--- config.mk ---
export PLATFORM = sky130hd
export DESIGN_NAME = rom_loader_flat
export DESIGN_NICKNAME = d
export VERILOG_FILES = /design/src/rtl/rom_loader_if.sv /design/src/rtl/rom_loader.sv /design/src/flat_wrapper.sv
export SDC_FILE = /design/constraint.sdc
export NUM_CORES = 1
export LEC_CHECK = 0
export ABC_AREA = 1
export BUFFER_PORTS_ARGS = -buffer_cell sky130_fd_sc_hd__buf_2
export CORE_ASPECT_RATIO = 0.6
export CORE_UTILIZATION = 60
export DETAILED_ROUTE_END_ITERATION = 12
export PLACE_DENSITY = 0.81
export SLEW_MARGIN = 10
export SYNTH_ARGS = -nofsm -noshare
export SYNTH_HDL_FRONTEND = slang
export SYNTH_SLANG_ARGS = --single-unit
--- constraint.sdc ---
create_clock -name clk_sys -period 5.67 [get_ports clk_sys]
set_input_delay 0.567 -clock clk_sys [delete_from_list [all_inputs] [get_ports clk_sys]]
set_output_delay 0.567 -clock clk_sys [all_outputs]
set_load 0.01 [all_outputs]
--- src/rtl/rom_loader_if.sv ---
// -----------------------------------------------------------------------------
// rom_loader_if
// Memory-write bus between the ROM loader and the memory controller.
//   mem_req  : write request level; held with mem_addr/mem_din until acknowledged
//   mem_addr : 24-bit byte address of the request
//   mem_din  : 16-bit write data of the request
//   mem_ack  : one-cycle completion pulse from the memory controller
// Handshake: the master raises mem_req with stable address/data and keeps all
// three stable until it samples mem_ack high on a rising edge; on that edge the
// request completes and mem_req drops. mem_ack is ignored while mem_req is low.
// -----------------------------------------------------------------------------
interface rom_loader_if;
    logic        mem_req;
    logic [23:0] mem_addr;
    logic [15:0] mem_din;
    logic        mem_ack;

    modport master (output mem_req, output mem_addr, output mem_din, input mem_ack);
    modport slave  (input mem_req, input mem_addr, input mem_din, output mem_ack);
endinterface

--- src/rtl/rom_loader.sv ---
// -----------------------------------------------------------------------------
// rom_loader
// Streams a ROM download from the ioctl loader interface into memory through a
// small word FIFO, optionally skipping a copier header, and computes an address
// mask for the loaded payload.
// Ports:
//   clk_sys, reset_n          : system clock, async active-low reset
//   ioctl_download/index/wr/addr/dout/filesize : loader interface inputs
//   mem (rom_loader_if.master): memory write bus (req/addr/din out, ack in)
//   loading                   : high while in LOAD or DRAIN
//   ready                     : high in DONE; rom_mask is valid
//   rom_mask                  : bit-smear of (payload size - 1)
//   overflow                  : sticky, a word was dropped on a full FIFO
//   dbg_state_o               : current FSM state (IDLE=0 LOAD=1 DRAIN=2 DONE=3)
// -----------------------------------------------------------------------------
module rom_loader #(
    parameter logic [7:0] ROM_INDEX  = 8'h00,
    parameter int         FIFO_DEPTH = 4,
    parameter int         HDR_SIZE   = 512
) (
    input  logic        clk_sys,
    input  logic        reset_n,
    input  logic        ioctl_download,
    input  logic [7:0]  ioctl_index,
    input  logic        ioctl_wr,
    input  logic [24:0] ioctl_addr,
    input  logic [15:0] ioctl_dout,
    input  logic [23:0] ioctl_filesize,
    rom_loader_if.master mem,
    output logic        loading,
    output logic        ready,
    output logic [23:0] rom_mask,
    output logic        overflow,
    output logic [1:0]  dbg_state_o
);
    localparam int AW = $clog2(FIFO_DEPTH);

    typedef enum logic [1:0] {IDLE = 2'd0, LOAD = 2'd1, DRAIN = 2'd2, DONE = 2'd3} state_t;

    state_t      state_q;
    logic        dl_prev_q, start_q, pend_q, hdr_q;
    logic [23:0] fsize_q;
    logic [39:0] fifo_q [FIFO_DEPTH];
    logic [AW:0] wr_ptr_q, rd_ptr_q;
    logic        mem_req_q, loading_q, ready_q, overflow_q;
    logic [23:0] mem_addr_q, rom_mask_q;
    logic [15:0] mem_din_q;

    logic        start_edge, fall_edge, accept, hdr_new;
    logic        fifo_empty, fifo_full, active, pop, want_push, push, drop;
    logic [24:0] offset, addr_rel;
    logic [23:0] payload, payload_m1, mask_d;

    assign start_edge = ioctl_download && !dl_prev_q && (ioctl_index == ROM_INDEX);
    assign fall_edge  = dl_prev_q && !ioctl_download;
    // A start seen during DRAIN is remembered in pend_q and taken up in DONE.
    assign accept     = (start_q || pend_q) && (state_q == IDLE || state_q == DONE);
    assign hdr_new    = ({14'd0, ioctl_filesize[9:0]} == 24'(HDR_SIZE));

    assign offset     = hdr_q ? 25'(HDR_SIZE) : 25'd0;
    assign addr_rel   = ioctl_addr - offset;

    assign fifo_empty = (wr_ptr_q == rd_ptr_q);
    assign fifo_full  = (wr_ptr_q[AW] != rd_ptr_q[AW]) &&
                        (wr_ptr_q[AW-1:0] == rd_ptr_q[AW-1:0]);
    assign active     = (state_q == LOAD) || (state_q == DRAIN);
    assign pop        = active && !mem_req_q && !fifo_empty;
    assign want_push  = (state_q == LOAD) && ioctl_wr && (ioctl_addr >= offset);
    // A full FIFO still accepts a word when the head leaves in the same cycle.
    assign push       = want_push && (!fifo_full || pop);
    assign drop       = want_push && fifo_full && !pop;

    // Payload mask: every bit at and below the MSB of (P-1); zero for P==0.
    assign payload    = fsize_q - (hdr_q ? 24'(HDR_SIZE) : 24'd0);
    assign payload_m1 = payload - 24'd1;
    always_comb begin
        mask_d = '0;
        if (payload != 24'd0) begin
            for (int i = 0; i < 24; i++) begin
                mask_d[i] = |(payload_m1 >> i);
            end
        end
    end

    // FIFO storage carries no reset; emptiness is defined by the pointers.
    always_ff @(posedge clk_sys) begin
        if (push) begin
            fifo_q[wr_ptr_q[AW-1:0]] <= {addr_rel[23:0], ioctl_dout};
        end
    end

    always_ff @(posedge clk_sys or negedge reset_n) begin
        if (!reset_n) begin
            state_q    <= IDLE;
            dl_prev_q  <= 1'b0;
            start_q    <= 1'b0;
            pend_q     <= 1'b0;
            hdr_q      <= 1'b0;
            fsize_q    <= '0;
            wr_ptr_q   <= '0;
            rd_ptr_q   <= '0;
            mem_req_q  <= 1'b0;
            mem_addr_q <= '0;
            mem_din_q  <= '0;
            loading_q  <= 1'b0;
            ready_q    <= 1'b0;
            overflow_q <= 1'b0;
            rom_mask_q <= '0;
        end else begin
            dl_prev_q <= ioctl_download;
            start_q   <= start_edge;

            if (push) wr_ptr_q <= wr_ptr_q + 1'b1;
            if (drop) overflow_q <= 1'b1;

            if (pop) begin
                rd_ptr_q   <= rd_ptr_q + 1'b1;
                mem_req_q  <= 1'b1;
                mem_addr_q <= fifo_q[rd_ptr_q[AW-1:0]][39:16];
                mem_din_q  <= fifo_q[rd_ptr_q[AW-1:0]][15:0];
            end else if (mem_req_q && mem.mem_ack) begin
                mem_req_q <= 1'b0;
            end

            case (state_q)
                IDLE, DONE: begin
                    if (accept) begin
                        state_q    <= LOAD;
                        wr_ptr_q   <= '0;
                        rd_ptr_q   <= '0;
                        overflow_q <= 1'b0;
                        ready_q    <= 1'b0;
                        loading_q  <= 1'b1;
                        pend_q     <= 1'b0;
                        hdr_q      <= hdr_new;
                        fsize_q    <= ioctl_filesize;
                    end
                end
                LOAD: begin
                    if (fall_edge) state_q <= DRAIN;
                end
                DRAIN: begin
                    if (start_q) pend_q <= 1'b1;
                    if (fifo_empty && !mem_req_q) begin
                        state_q    <= DONE;
                        rom_mask_q <= mask_d;
                        loading_q  <= 1'b0;
                        ready_q    <= 1'b1;
                    end
                end
                default: state_q <= IDLE;
            endcase
        end
    end

    assign mem.mem_req  = mem_req_q;
    assign mem.mem_addr = mem_addr_q;
    assign mem.mem_din  = mem_din_q;
    assign loading      = loading_q;
    assign ready        = ready_q;
    assign rom_mask     = rom_mask_q;
    assign overflow     = overflow_q;
    assign dbg_state_o  = state_q;
endmodule

--- src/flat_wrapper.sv ---
// flat-port wrapper written by rule: the top's interface ports become plain ports
module rom_loader_flat 
#(
    parameter logic [7:0] ROM_INDEX  = 8'h00,
    parameter int         FIFO_DEPTH = 4,
    parameter int         HDR_SIZE   = 512
)
  (clk_sys, reset_n, ioctl_download, ioctl_index, ioctl_wr, ioctl_addr, ioctl_dout, ioctl_filesize, loading, ready, rom_mask, overflow, dbg_state_o, mem_mem_req, mem_mem_addr, mem_mem_din, mem_mem_ack);
  rom_loader_if mem_i ();
  input  logic clk_sys;
  input  logic reset_n;
  input  logic ioctl_download;
  input  logic [7:0] ioctl_index;
  input  logic ioctl_wr;
  input  logic [24:0] ioctl_addr;
  input  logic [15:0] ioctl_dout;
  input  logic [23:0] ioctl_filesize;
  output logic loading;
  output logic ready;
  output logic [23:0] rom_mask;
  output logic overflow;
  output logic [1:0] dbg_state_o;
  output wire logic [$bits(mem_i.mem_req)-1:0] mem_mem_req;
  output wire logic [$bits(mem_i.mem_addr)-1:0] mem_mem_addr;
  output wire logic [$bits(mem_i.mem_din)-1:0] mem_mem_din;
  input wire logic [$bits(mem_i.mem_ack)-1:0] mem_mem_ack;
  assign mem_mem_req = mem_i.mem_req;
  assign mem_mem_addr = mem_i.mem_addr;
  assign mem_mem_din = mem_i.mem_din;
  assign mem_i.mem_ack = mem_mem_ack;
  rom_loader #(.ROM_INDEX(ROM_INDEX), .FIFO_DEPTH(FIFO_DEPTH), .HDR_SIZE(HDR_SIZE)) u_core (.clk_sys(clk_sys), .reset_n(reset_n), .ioctl_download(ioctl_download), .ioctl_index(ioctl_index), .ioctl_wr(ioctl_wr), .ioctl_addr(ioctl_addr), .ioctl_dout(ioctl_dout), .ioctl_filesize(ioctl_filesize), .mem(mem_i), .loading(loading), .ready(ready), .rom_mask(rom_mask), .overflow(overflow), .dbg_state_o(dbg_state_o));
endmodule
; ---- Yosys cells after proc, flatten, opt, wreduce, memory -nomap -nowiden
; Memories as Yosys holds them, arrays and structs flattened. A register that Yosys moved wholly into a read port is not among the register bits.
; Cells that the tools add are included.
[totals]
regBits = 64
mem_bits_rw = 160
in_bits = 78
wordCells = 118
mem_count = 1
[memory_table]
columns = memory, words, word_bits, rd, rd_ports_with_merged_regs, wr, line
row1 = u_core.fifo_q, 4, 40, 1, 1, 1, rom_loader.sv:43  ; logic [39:0] fifo_q [FIFO_DEPTH];
[classes]
addsub = 5
n_lt_le_gt_ge = 1
eq_ne = 11
muxes = 28
reduce_logical = 59
[ops]
columns = op, n
row1 = $sub A24 B24 Y24, 2
row2 = $ge A25 B10 Y1, 1
row3 = $mux W24, 1
row4 = $reduce_bool A24 Y1, 1
row5 = $reduce_or A24 Y1, 1
row6 = $sub A24 B1 Y24 const B, 1
row7 = $reduce_or A23 Y1, 1
row8 = $reduce_or A22 Y1, 1
row9 = $reduce_or A21 Y1, 1
row10 = $mux W10, 2
row11 = $reduce_or A20 Y1, 1
row12 = $reduce_or A19 Y1, 1
row13 = $mux W3, 6
row14 = $reduce_or A18 Y1, 1
row15 = $reduce_or A17 Y1, 1
row16 = $reduce_or A16 Y1, 1
row17 = $reduce_or A15 Y1, 1
row18 = $logic_and A1 B1 Y1, 14
row19 = $reduce_or A14 Y1, 1
row20 = $reduce_or A13 Y1, 1
row21 = $mux W1, 12
row22 = $reduce_or A12 Y1, 1
row23 = $reduce_or A11 Y1, 1
row24 = $eq A10 B10 Y1 const B, 1
row25 = other kinds (27), 49

; ---- Depth between registers and ports, before layout
; Gate-level depths: netlist of run 1.
[logic_depth]
depth_word = 9
mapped_depth = 18

; ---- Least setup slack after synthesis of run 1
; No wires, ideal clock.
[synth_timing]
kind = input-to-reg
from = in ioctl_addr[9]
to = mem u_core.fifo_q[0][0] (enable)
arrival_time_ns = 3.272
path_slack_ns = 1.961
stages = 9
n_path_buf = 0
cell_sequence = inv_1 > ha_1 > ha_1 > nand2_1 > nor3_1 > nor3b_1 > nand3_1 > nand4_2 > nor2_1
[synth_via]
elab_chain_len = 5
[synth_lines]
columns = item, line
row1 = from (decl), flat_wrapper.sv:15  ; input logic [24:0] ioctl_addr;
row2 = $ge A25 B10 Y1, rom_loader.sv:68  ; assign want_push = (state_q == LOAD) && ioctl_wr && (ioctl_addr >= offset);
row3 = $logic_and A1 B1 Y1, rom_loader.sv:68
row4 = $logic_and A1 B1 Y1, rom_loader.sv:70  ; assign push = want_push && (!fifo_full || pop);
row5 = $mux W1, rom_loader.sv:87  ; if (push) begin
row6 = $mux W1 (implied by the code), rom_loader.sv:88  ; fifo_q[wr_ptr_q[AW-1:0]] <= {addr_rel[23:0], ioctl_dout};
row7 = to (decl), rom_loader.sv:43
; Every way passes these cells.

; ---- Final worst setup path of run 1
[layout_timing]
from = reg u_core.rd_ptr_q[1]
to = mem u_core.fifo_q[2][22] (enable)
[layout_via]
elab_chain_len = 7
elab_cells_between_ends = 10
cone_classes = eq/ne (2) / mux (2) / reduce/logical (6)
[layout_lines]
columns = item, line
row1 = from (decl), rom_loader.sv:44  ; logic [AW:0] wr_ptr_q, rd_ptr_q;
row2 = from (signal assigned), rom_loader.sv:117  ; rd_ptr_q <= rd_ptr_q + 1'b1;
row3 = $eq A3 B3 Y1 / $eq A2 B2 Y1 (equally long branches), "rom_loader.sv:63, rom_loader.sv:65"
row4 = $logic_not A1 Y1 / $logic_and A1 B1 Y1 (equally long branches), "rom_loader.sv:67, rom_loader.sv:64"
row5 = $logic_and A1 B1 Y1 / $logic_not A1 Y1 (equally long branches), "rom_loader.sv:67, rom_loader.sv:70"
row6 = $logic_or A1 B1 Y1 *, rom_loader.sv:70
row7 = $logic_and A1 B1 Y1 *, rom_loader.sv:70
row8 = $mux W1 *, rom_loader.sv:87
row9 = $mux W1 (implied by the code) *, rom_loader.sv:88
; Every way passes the cells marked *; elsewhere a longest branch is shown, timed or not.

==> impl_results.md, run 1 <==
- Setup bufs post-CTS: 0
- Tmin final: about 3.7 ns
- Top post-synthesis cells by count: nor2_1, nand2_1, edfxtp_1, dfrtp_1, o21ai_0
- Post-CTS sizing: 0
- Yosys top cell by area: edfxtp_1
- Worst-path clk slew: approximately 0.060 ns
- CTS tree: done
- Avg WL per Cell: 17.6 µm
- Top delay family on crit path: simple AND/OR/NAND/NOR gates
- Bufs and invs on worst path: 3
- Fillers: 1424
- Ys flop type: edfxtp_1
- Initial antenna violation count: 1
- P&R area growth vs syn: 15.7%
- Crit-path most repeated cell: buf_4
- Via count: a little under 9000
- Final slew viol count: 0
- Number of synthesized flops with an enable pin: 160
- Critical path type: register to register
- Port buffer count: between 100 and 150
- Critical path endpoint category: register
- Avg Synthesized Cell Area: 10.7 µm²
- CP cell instances: buf_4, xnor2_1, nand3_1, nand2_2, buf_4, nand2_1, nand4_2, nor2_4, buf_4
- CTS root buf: clkbuf_16
- Initial DRT Pass Iterations: 5
- WP data arrival: 3.92 ns
- Die area: about 20000 µm²
- Power Density: 498 nW/µm²
- Worst-path maximum fanout: 83
- GPL Wtd Cong: ~0.92
- Post-synthesis cell area: ~12000 µm²
- Post-synth cell types: 44
- DIE WIDTH: about 180 µm
- Relative slew slack: 44.2%
- Vias/cell: between 5 and 6
- Initial core utilization: between 60% and 70%
- Cells after synthesis: approximately 1100
- Req. time, crit path: between 5 and 6 ns
- Share of layout cells above drive strength 1: 23.1%
- H-Tree Depth: 1
- Maximum vdd ir drop: about 0.34 mV
- Core area: 19200 µm²
- Most common cell in the synthesized netlist: nor2_1
- Asr flop ratio synth: between 30% and 40%
- Num rows: 39
- Hold Crit Class: primary input to asynchronous set/reset pin
- Final hold violation count: 0
- GRT Util Overall: 28.0%
- Worst skew pair latency: roughly 0.52 ns
- Final WL: 27.2 mm
- Mapped Nets: roughly 1200
- Sequential share of the synthesized area: 62.1%
- Leakage power: approximately 5.7 nW
- Max cap viols: 0
- Status: finished, final reports clean
- Die Ht: 111 µm
- Critical-path top delay cell: buf_4
- Overflow after GRT: 0
- Syn. warnings: 0
- Cts hold-fix bufs: 0
- Final setup TNS: 0 ns
- DRC: 0
- Synth area leaders: edfxtp_1, dfrtp_1, nor2_1, nand2_1, mux2_2
- Post-synth top area share: 40.3%
- Final setup vio count: 0
- Fin crit share: 66.0%
- Total CTS buffers: 24
- Critical path's largest stage delay: about 0.60 ns
- Flop and latch count out of synthesis: 264
- Post-route ant nets: 0
- Nets: between 1000 and 1500
- Vias in the first global route: between 8000 and 9000
- Worst setup SP type: register
- Worst clock skew: approximately 0.014 ns
- IO Pins: 148
- CTS Buffer Depth: 3
- Achievable clock frequency: around 270 MHz
- WHS: between 0.05 and 0.06 ns
- Largest net degree at the start of global routing: 84
- DP HPWL: approximately 18 mm
- # clock sinks: between 200 and 300
- RSZ-0062 raised after global routing: false
- Slew @ Worst Pin: around 0.84 ns
- Iter 0 DRT Violations: about 960
- Wire length of the first global-routing pass: approximately 44 mm
-- per-stage QoR --
| stage | cell area (µm²) | setup slack [ns] | cells | power (mW) | utilization, % |
|---|---|---|---|---|---|
| detailed placement | 12900 | 1.91 | 1503 | 5.14 | 67.3 |
| CTS | 13800 | 1.90 | 1546 | 6.89 | 71.7 |
| floorplan | 11900 | 1.96 | 1118 | 4.39 | - |
| global route | 13800 | 1.61 | 1547 | 7.27 | 71.7 |
| global placement | 12900 | 2.05 | 1503 | 5.04 | 67.3 |
| finish | 13800 | 1.93 | 1547 | 6.86 | 71.7 |
-- per-layer routing --
metal	global-route usage (%)	up-vias	part of all wire, %
li1	-	4120	-
met1	44.8	4238	47
met2	40.3	390	43
met3	4.99	26	9.1
met4	4.89	0	1.2
met5	0	-	0
-- layout by cell type, fill, tap and decap left out, types with 6 or more instances in the layout --
master     netlist  layout
o32ai_1         40      40
nand2_4          6       6
nor2_2           5       6
mux2_2          40      40
o21ai_0         81      81
nand4_1         13      13
inv_1           80      80
buf_4            0      11
nand3b_1         7       7
nor3_1           6       6
ha_1            15      15
edfxtp_1       160     160
nand2_2         12      13
inv_2            9       9
xor2_1          19      19
dfrtp_1        104     102
nand2_1        184     183
a21oi_1          6       6
buf_2            7     146
nand3_1         47      47
xnor2_1          7       7
nor2_1         197     192
clkbuf_16        0      25
nor4_1           7       7
nor2_4           7      11
-- worst register-to-register path, cell delays in order (launching register included) --
cell,delay [ns]
dfrtp_2,0.34
buf_4,0.61
xnor2_1,0.18
nand3_1,0.27
nand2_2,0.07
buf_4,0.34
nand2_1,0.21
nand4_2,0.35
nor2_4,0.58
buf_4,0.45
-- worst paths after layout --
path	endpoint	slack, ns	cells after the start	startpoint
worst max-delay path	u_core.fifo_q[2][22]$_DFFE_PP_	1.93	9	u_core.rd_ptr_q[1]$_DFF_PN0_
max in group asynchronous	u_core.rd_ptr_q[1]$_DFF_PN0_	4.32	2	reset_n
min in group clk_sys	u_core.dl_prev_q$_DFF_PN0_	0.20	1	ioctl_download
worst max register to register	u_core.fifo_q[2][22]$_DFFE_PP_	1.93	9	u_core.rd_ptr_q[1]$_DFF_PN0_
worst min register to register	u_core.rom_mask[20]$_DFFE_PN0P_	0.48	2	u_core.rom_mask[20]$_DFFE_PN0P_
worst min-delay path	u_core.mem.mem_din[10]$_DFFE_PN0P_	0.05	1	reset_n
-- sequential cells by signal, summed over array words and instances (netlist names), 2 cells and up --
signal,flops
u_core.dbg_state_o,2
u_core.fsize_q,24
u_core.wr_ptr_q,3
u_core.mem.mem_din,16
u_core.rd_ptr_q,3
u_core.rom_mask,24
u_core.fifo_q,160
u_core.mem.mem_addr,24
-- power breakdown --
group          leakage, nW  internal [mW]  switching (mW)
combinational         2.65          0.943            1.44
sequential            2.60           2.52           0.237
clock                0.414           1.03           0.694
-- final cells by class --
| type | instances | area [µm²] | share of cell area (%) |
|---|---|---|---|
| flip-flops and latches | 264 | 7410 | 53.7 |
| multi-input cells | 725 | 4050 | 29.3 |
| repair buffers | 157 | 813 | 5.90 |
| clock buffers | 33 | 686 | 4.97 |
| inverters | 91 | 347 | 2.51 |
| well taps | 266 | 333 | 2.41 |
| clock inverters | 10 | 156 | 1.13 |
| diodes | 1 | 2.50 | 0.0181 |
-- cells by family (layout without fill, tap and decap cells) --
kind of cell	after synthesis	in the layout	synth area share (%)
mux	40	40	3.78
compound gates	139	139	7.48
xor+xnor	26	26	1.91
simple gates	505	505	18.9
other cells	0	1	0
buf+inv	129	291	4.24
fa+ha+maj	15	15	1.57
flops	264	264	62.1
Power figures use the tool's default switching activity.
==> inputs of run 2 (changes only) <==
--- a/config.mk
+++ b/config.mk
@@ -8,9 +8,9 @@
 export ABC_AREA = 1
 export BUFFER_PORTS_ARGS = -buffer_cell sky130_fd_sc_hd__buf_2
 export CORE_ASPECT_RATIO = 0.6
-export CORE_UTILIZATION = 60
+export CORE_UTILIZATION = 58
 export DETAILED_ROUTE_END_ITERATION = 12
-export PLACE_DENSITY = 0.81
+export PLACE_DENSITY = 0.79
 export SLEW_MARGIN = 10
 export SYNTH_ARGS = -nofsm -noshare
 export SYNTH_HDL_FRONTEND = slang
==> constraint.sdc (replaced) <==
create_clock -name clk_sys -period 3.5 [get_ports clk_sys]
set_input_delay 0.35 -clock clk_sys [delete_from_list [all_inputs] [get_ports clk_sys]]
set_output_delay 0.35 -clock clk_sys [all_outputs]
set_load 0.01 [all_outputs]
==> impl_results.md, run 2 (synthesis gave the netlist of run 1 again) <==
- # clock sinks: 264 (unchanged)
- Final hold violation count: 0 (unchanged)
- CTS root buf: clkbuf_16 (unchanged)
- Overflow after GRT: 0 (unchanged)
- DP HPWL: 18.2 mm (was 17.8 mm)
- P&R area growth vs syn: 16.4% (was 15.7%)
- Critical path type: register to register (unchanged)
- DRC: 0 (unchanged)
- Slew @ Worst Pin: 0.859 ns (was 0.837 ns)
- Setup bufs post-CTS: 0 (unchanged)
- Post-DP Area: 13000 µm² (was 12900 µm²)
- Core area: 20100 µm² (was 19200 µm²)
- WP data arrival: 3.44 ns (was 3.92 ns)
- Final slew viol count: 0 (unchanged)
- Avg WL per Cell: 17.2 µm (was 17.6 µm)
- Final WL: 26.9 mm (was 27.2 mm)
- Internal Power: 7.24 mW (was 4.50 mW)
- CTS tree: done (unchanged)
- CTS Buffer Depth: 3 (unchanged)
- Nets: 1366 (was 1356)
- Die area: 21200 µm² (was 20500 µm²)
- Die Ht: 113 µm (was 111 µm)
- Initial DRT Pass Iterations: 5 (unchanged)
- Vias/cell: 5.59 (was 5.67)
- Req. time, crit path: 3.71 ns (was 5.85 ns)
- Worst-path maximum fanout: 28 (was 83)
- Critical path endpoint category: register (unchanged)
- Max cap viols: 0 (unchanged)
- Cts hold-fix bufs: 3 (was 0)
- Total CTS buffers: 24 (unchanged)
- Worst clock skew: 0.0203 ns (was 0.0137 ns)
- IO Pins: 148 (unchanged)
- Initial antenna violation count: 1 (unchanged)
- Initial core utilization: 59.4% (was 62.0%)
- Power Density: 801 nW/µm² (was 498 nW/µm²)
- Wire length of the first global-routing pass: 43.5 mm (was 44.4 mm)
- Post-CTS sizing: 0 (unchanged)
- Share of layout cells above drive strength 1: 23.9% (was 23.1%)
- GPL Wtd Cong: 0.902 (was 0.917)
- Port buffer count: 147 (unchanged)
- Leakage power: 5.69 nW (was 5.66 nW)
- Worst-path clk slew: 0.07 ns (was 0.06 ns)
- Clk pwr share: 24.9% (was 25.1%)
- Status: finished, final reports clean (unchanged)
- Vias in the first global route: 8287 (was 8296)
- Via count: 8745 (was 8774)
- Fin crit share: 92.4% (was 66.0%)
- Hold Crit Class: primary input to register (was primary input to asynchronous set/reset pin)
- Achievable clock frequency: 309 MHz (was 267 MHz)
- Final instance area: 13900 µm² (was 13800 µm²)
- Most frequent cells in the layout: nor2_1, nand2_1, edfxtp_1 (unchanged)
- Iter 0 DRT Violations: 859 (was 961)
- DIE WIDTH: 187 µm (was 184 µm)
- Sw Share: 34.8% (was 34.5%)
- Net switching power: 3.87 mW (was 2.37 mW)
- Largest register FFs: 160 (unchanged)
- RSZ-0062 raised after global routing: false (unchanged)
- Utilization after layout: 69.2% (was 71.7%)
- Commonest non-fill, non-tap cell in the layout: nor2_1 (unchanged)
- Sequential fraction of design power: 40.1% (was 40.2%)
- Largest net degree at the start of global routing: 83 (was 84)
- Tmin final: 3.23 ns (was 3.74 ns)
- Relative slew slack: 42.7% (was 44.2%)
- Dpl ws: 0.239 ns (was 1.91 ns)
- H-Tree Depth: 1 (unchanged)
- Placed cells: 1517 (was 1503)
- Num rows: 40 (was 39)
- GRT Util Overall: 26.1% (was 28.0%)
- Worst skew pair latency: 0.53 ns (was 0.52 ns)
- Fin cells: 1565 (was 1547)
- Setup WS post-layout: 0.266 ns (was 1.93 ns)
- Post-route ant nets: 0 (unchanged)
- Worst setup SP type: register (unchanged)
- Final setup TNS: 0 ns (unchanged)
- Comb pwr share: 35.0% (was 34.7%)
- Maximum vdd ir drop: 0.470 mV (was 0.343 mV)
- Final setup vio count: 0 (unchanged)
==> run 2: changes by cell type in the layout (fill, tap and decap cells not counted), sizes merged <==
cell	change
clkinv	+2
clkbuf	-5
dlygate4sd3	+3
clkinvlp	+5
buf	+7
inv	-1
==> run 2: area by class of cell <==
| type | count | area (µm²) |
|---|---|---|
| Sequential cell | 264 | 7410 |
| Fill cell | 1465 | 6190 |
| Multi-Input combinational cell | 725 | 4050 |
| Timing Repair Buffer | 167 | 896 |
| Clock buffer | 28 | 636 |
| Inverter | 91 | 347 |
| Tap cell | 273 | 342 |
| Clock inverter | 16 | 204 |
| Antenna cell | 1 | 2.50 |
==> run 2: power groups by stage <==
stage	registers, mW	clock network (mW)	logic, mW
floorplan	4.66	0	2.45
global placement	4.49	0	3.74
detailed placement	4.52	0	3.85
CTS	4.46	2.81	3.89
global route	4.53	2.92	4.30
finish	4.46	2.77	3.89
==> run 2: path summary, 6_finish.rpt <==
path,to,from,cells after the start,slack [ns]
setup / recovery,u_core.fifo_q[3][26]$_DFFE_PP_,u_core.hdr_q$_DFFE_PN0P_,8,0.27
hold / removal,u_core.fifo_q[3][15]$_DFFE_PP_,ioctl_dout[15],1,0.04
setup reg to reg,u_core.fifo_q[3][26]$_DFFE_PP_,u_core.hdr_q$_DFFE_PN0P_,8,0.27
hold reg to reg,u_core.rom_mask[17]$_DFFE_PN0P_,u_core.rom_mask[17]$_DFFE_PN0P_,2,0.49
max in group asynchronous,u_core.mem.mem_addr[11]$_DFFE_PN0P_,reset_n,3,2.18
min in group asynchronous,u_core.rom_mask[9]$_DFFE_PN0P_,reset_n,2,0.48
==> run 2: metrics by stage <==
stage	total power, mW	hold WS, ns
floorplan	7.10	0.0544
global placement	8.23	0.461
detailed placement	8.36	0.474
CTS	11.1	0.0240
global route	11.8	0.0259
finish	11.1	0.0393
==> run 2: worst max-delay path, stage by stage (launching register included) <==
cell and delay, ns:
dfrtp_1 0.42, ha_1 0.30, inv_1 0.09, nor4_1 0.37
nand4_1 0.14, nand3_1 0.21, nand4_2 0.27, nor2_4 0.73
buf_4 0.37
==> run 2: layer usage <==
layer	wire length [µm]	share of wire, %	global-route usage (%)
met3	2110	7.8	4.37
met4	351	1.3	6.17
met1	13100	49	41.7
met5	0	0	0
met2	11300	42	37.3
==> inputs of run 3 (changes only) <==
--- a/config.mk
+++ b/config.mk
@@ -6,7 +6,7 @@
 export NUM_CORES = 1
 export LEC_CHECK = 0
 export ABC_AREA = 1
-export BUFFER_PORTS_ARGS = -buffer_cell sky130_fd_sc_hd__buf_2
+export BUFFER_PORTS_ARGS = -buffer_cell sky130_fd_sc_hd__buf_4
 export CORE_ASPECT_RATIO = 0.6
 export CORE_UTILIZATION = 58
 export DETAILED_ROUTE_END_ITERATION = 12
==> impl_results.md, run 3 (synthesis gave the netlist of run 1 again) <==
- IO Pins: 148 (unchanged)
- Nets: 1363 (was 1366)
- Final slew viol count: 0 (unchanged)
- Worst-path clk slew: 0.06 ns (was 0.07 ns)
- Share of layout cells above drive strength 1: 23.4% (was 23.9%)
- Port buffer count: 147 (unchanged)
- Critical path's largest stage delay: 0.91 ns (was 0.73 ns)
- GRT Util Overall: 26.7% (was 26.1%)
- Slew @ Worst Pin: 1.12 ns (was 0.859 ns)
- Iter 0 DRT Violations: 825 (was 859)
- Largest register FFs: 160 (unchanged)
- Most frequent cells in the layout: nor2_1, nand2_1, buf_4 (was nor2_1, nand2_1, edfxtp_1)
- Maximum vdd ir drop: 0.479 mV (was 0.470 mV)
- Critical-path top delay cell: nor2_4 (unchanged)
- Crit-path most repeated cell: ha_1
- Final hold violation count: 0 (unchanged)
- CTS root buf: clkbuf_16 (unchanged)
- # clock sinks: 264 (unchanged)
- DRC: 0 (unchanged)
- DIE WIDTH: 187 µm (unchanged)
- Achievable clock frequency: 305 MHz (was 309 MHz)
- Setup bufs post-CTS: 0 (unchanged)
- WHS: 0.0121 ns (was 0.0393 ns)
- Commonest non-fill, non-tap cell in the layout: nor2_1 (unchanged)
- CP cell instances: ha_1, ha_1, nand2_1, nor3_1, nor3b_1, nand3_1, nand4_4, nor2_4, buf_4 (was ha_1, inv_1, nor4_1, nand4_1, nand3_1, nand4_2, nor2_4, buf_4)
- CTS tree: done (unchanged)
- Hold Crit Class: primary input to register (unchanged)
- Critical path endpoint category: register (unchanged)
- Worst skew pair latency: 0.52 ns (was 0.53 ns)
- Power Total: 11.3 mW (was 11.1 mW)
- P&R area growth vs syn: 19.1% (was 16.4%)
- Final setup TNS: 0 ns (unchanged)
- Vias in the first global route: 8327 (was 8287)
- Status: finished, final reports clean (unchanged)
- Avg WL per Cell: 17.6 µm (was 17.2 µm)
- Tmin final: 3.28 ns (was 3.23 ns)
- Worst setup SP type: register (unchanged)
- Overflow after GRT: 0 (unchanged)
- Initial core utilization: 59.4% (unchanged)
- WP data arrival: 3.51 ns (was 3.44 ns)
- DP HPWL: 18.8 mm (was 18.2 mm)
- Initial DRT Pass Iterations: 5 (unchanged)
- Post-route ant nets: 0 (unchanged)
- Critical path type: register to register (unchanged)
- Utilization after layout: 70.8% (was 69.2%)
- Wire length of the first global-routing pass: 44.2 mm (was 43.5 mm)
- Vias/cell: 5.58 (was 5.59)
- H-Tree Depth: 1 (unchanged)
- Power Density: 797 nW/µm² (was 801 nW/µm²)
- Fin cells: 1561 (was 1565)
- Placed cells: 1515 (was 1517)
- Bufs and invs on worst path: 1 (was 2)
- Final setup vio count: 0 (unchanged)
- Largest net degree at the start of global routing: 83 (unchanged)
- Relative slew slack: 25.3% (was 42.7%)
- Fin crit share: 93.8% (was 92.4%)
- Core area: 20100 µm² (unchanged)
- Num rows: 40 (unchanged)
- Die area: 21200 µm² (unchanged)
- Leakage power: 5.80 nW (was 5.69 nW)
- Total CTS buffers: 24 (unchanged)
- Worst-path maximum fanout: 35 (was 28)
- Max cap viols: 0 (unchanged)
- Initial antenna violation count: 2 (was 1)
- RSZ-0062 raised after global routing: false (unchanged)
- CTS Buffer Depth: 3 (unchanged)
- Top delay family on crit path: simple AND/OR/NAND/NOR gates (unchanged)
- GPL Wtd Cong: 0.872 (was 0.902)
- Req. time, crit path: 3.73 ns (was 3.71 ns)
- Final WL: 27.5 mm (was 26.9 mm)
- Die Ht: 113 µm (unchanged)
- Via count: 8707 (was 8745)
- Worst clock skew: 0.0117 ns (was 0.0203 ns)
run 3: cell count changes in the layout (fill, tap and decap cells not counted), sizes merged:
cell	delta
clkbuf	+3
clkinvlp	-3
buf	-2
bufinv	-1
dlygate4sd3	-1
run 3: cell type report:
class | instances | area [µm²]
sequential | 264 | 7410
fill | 1428 | 5870
multi-input combinational | 725 | 4050
tap | 273 | 342
clock buffer | 31 | 668
inverter | 91 | 347
clock inverter | 12 | 141
antenna | 1 | 2.50
timing repair buffer | 164 | 1240
run 3: path summary, 6_finish.rpt:
kind | to | slack (ns) | cells past startpoint | startpoint
max in group asynchronous | u_core.mem.mem_addr[3]$_DFFE_PN0P_ | 2.18 | 3 | reset_n
worst min-delay path | u_core.mem.mem_req$_DFFE_PN0P_ | 0.01 | 2 | mem_mem_ack
worst max-delay path | u_core.fifo_q[0][28]$_DFFE_PP_ | 0.22 | 9 | u_core.hdr_q$_DFFE_PN0P_
worst max register to register | u_core.fifo_q[0][28]$_DFFE_PP_ | 0.22 | 9 | u_core.hdr_q$_DFFE_PN0P_
worst min register to register | u_core.rom_mask[18]$_DFFE_PN0P_ | 0.49 | 2 | u_core.rom_mask[18]$_DFFE_PN0P_
min in group asynchronous | u_core.rom_mask[11]$_DFFE_PN0P_ | 0.46 | 2 | reset_n
run 3: worst reg2reg max path, cell delays in order, from the launching register on:
cell and delay [ns]:
dfrtp_1 0.43, ha_1 0.26, ha_1 0.21, nand2_1 0.09
nor3_1 0.07, nor3b_1 0.19, nand3_1 0.27, nand4_4 0.25
nor2_4 0.91, buf_4 0.32
run 3: where the power goes:
part	leakage, nW	total (mW)	switching [mW]	internal, mW
Clock	0.393	2.68	1.11	1.57
Combinational	2.81	4.15	2.38	1.78
Sequential	2.60	4.49	0.402	4.09
run 3: routing by layer:
layer / part of all wire, % / vias up / global-route usage [%]
met1: 47 / 4164 / 41.1
met2: 43 / 372 / 39.9
met4: 1.6 / 2 / 5.68
met3: 8.0 / 41 / 4.84
li1: - / 4128 / -
met5: 0.047 / - / 0
run 3: what timing repair did:
| item | 4_1_cts | 5_1_grt |
|---|---|---|
| endpoints found under the hold margin | 62 | 0 |
| gates resized for setup | 0 | 1 |
| hold buffers | 2 | 0 |
| endpoints found under the setup margin | 0 | 6 |
run 3: through the flow:
step | area [µm²] | setup slack [ns]
6_report | 14200 | 0.218
3_5_place_dp | 13400 | 0.0702
2_1_floorplan | 11900 | -0.167
5_1_grt | 14200 | 0.0349
4_1_cts | 14200 | 0.0929
3_3_place_gp | 13400 | 0.160
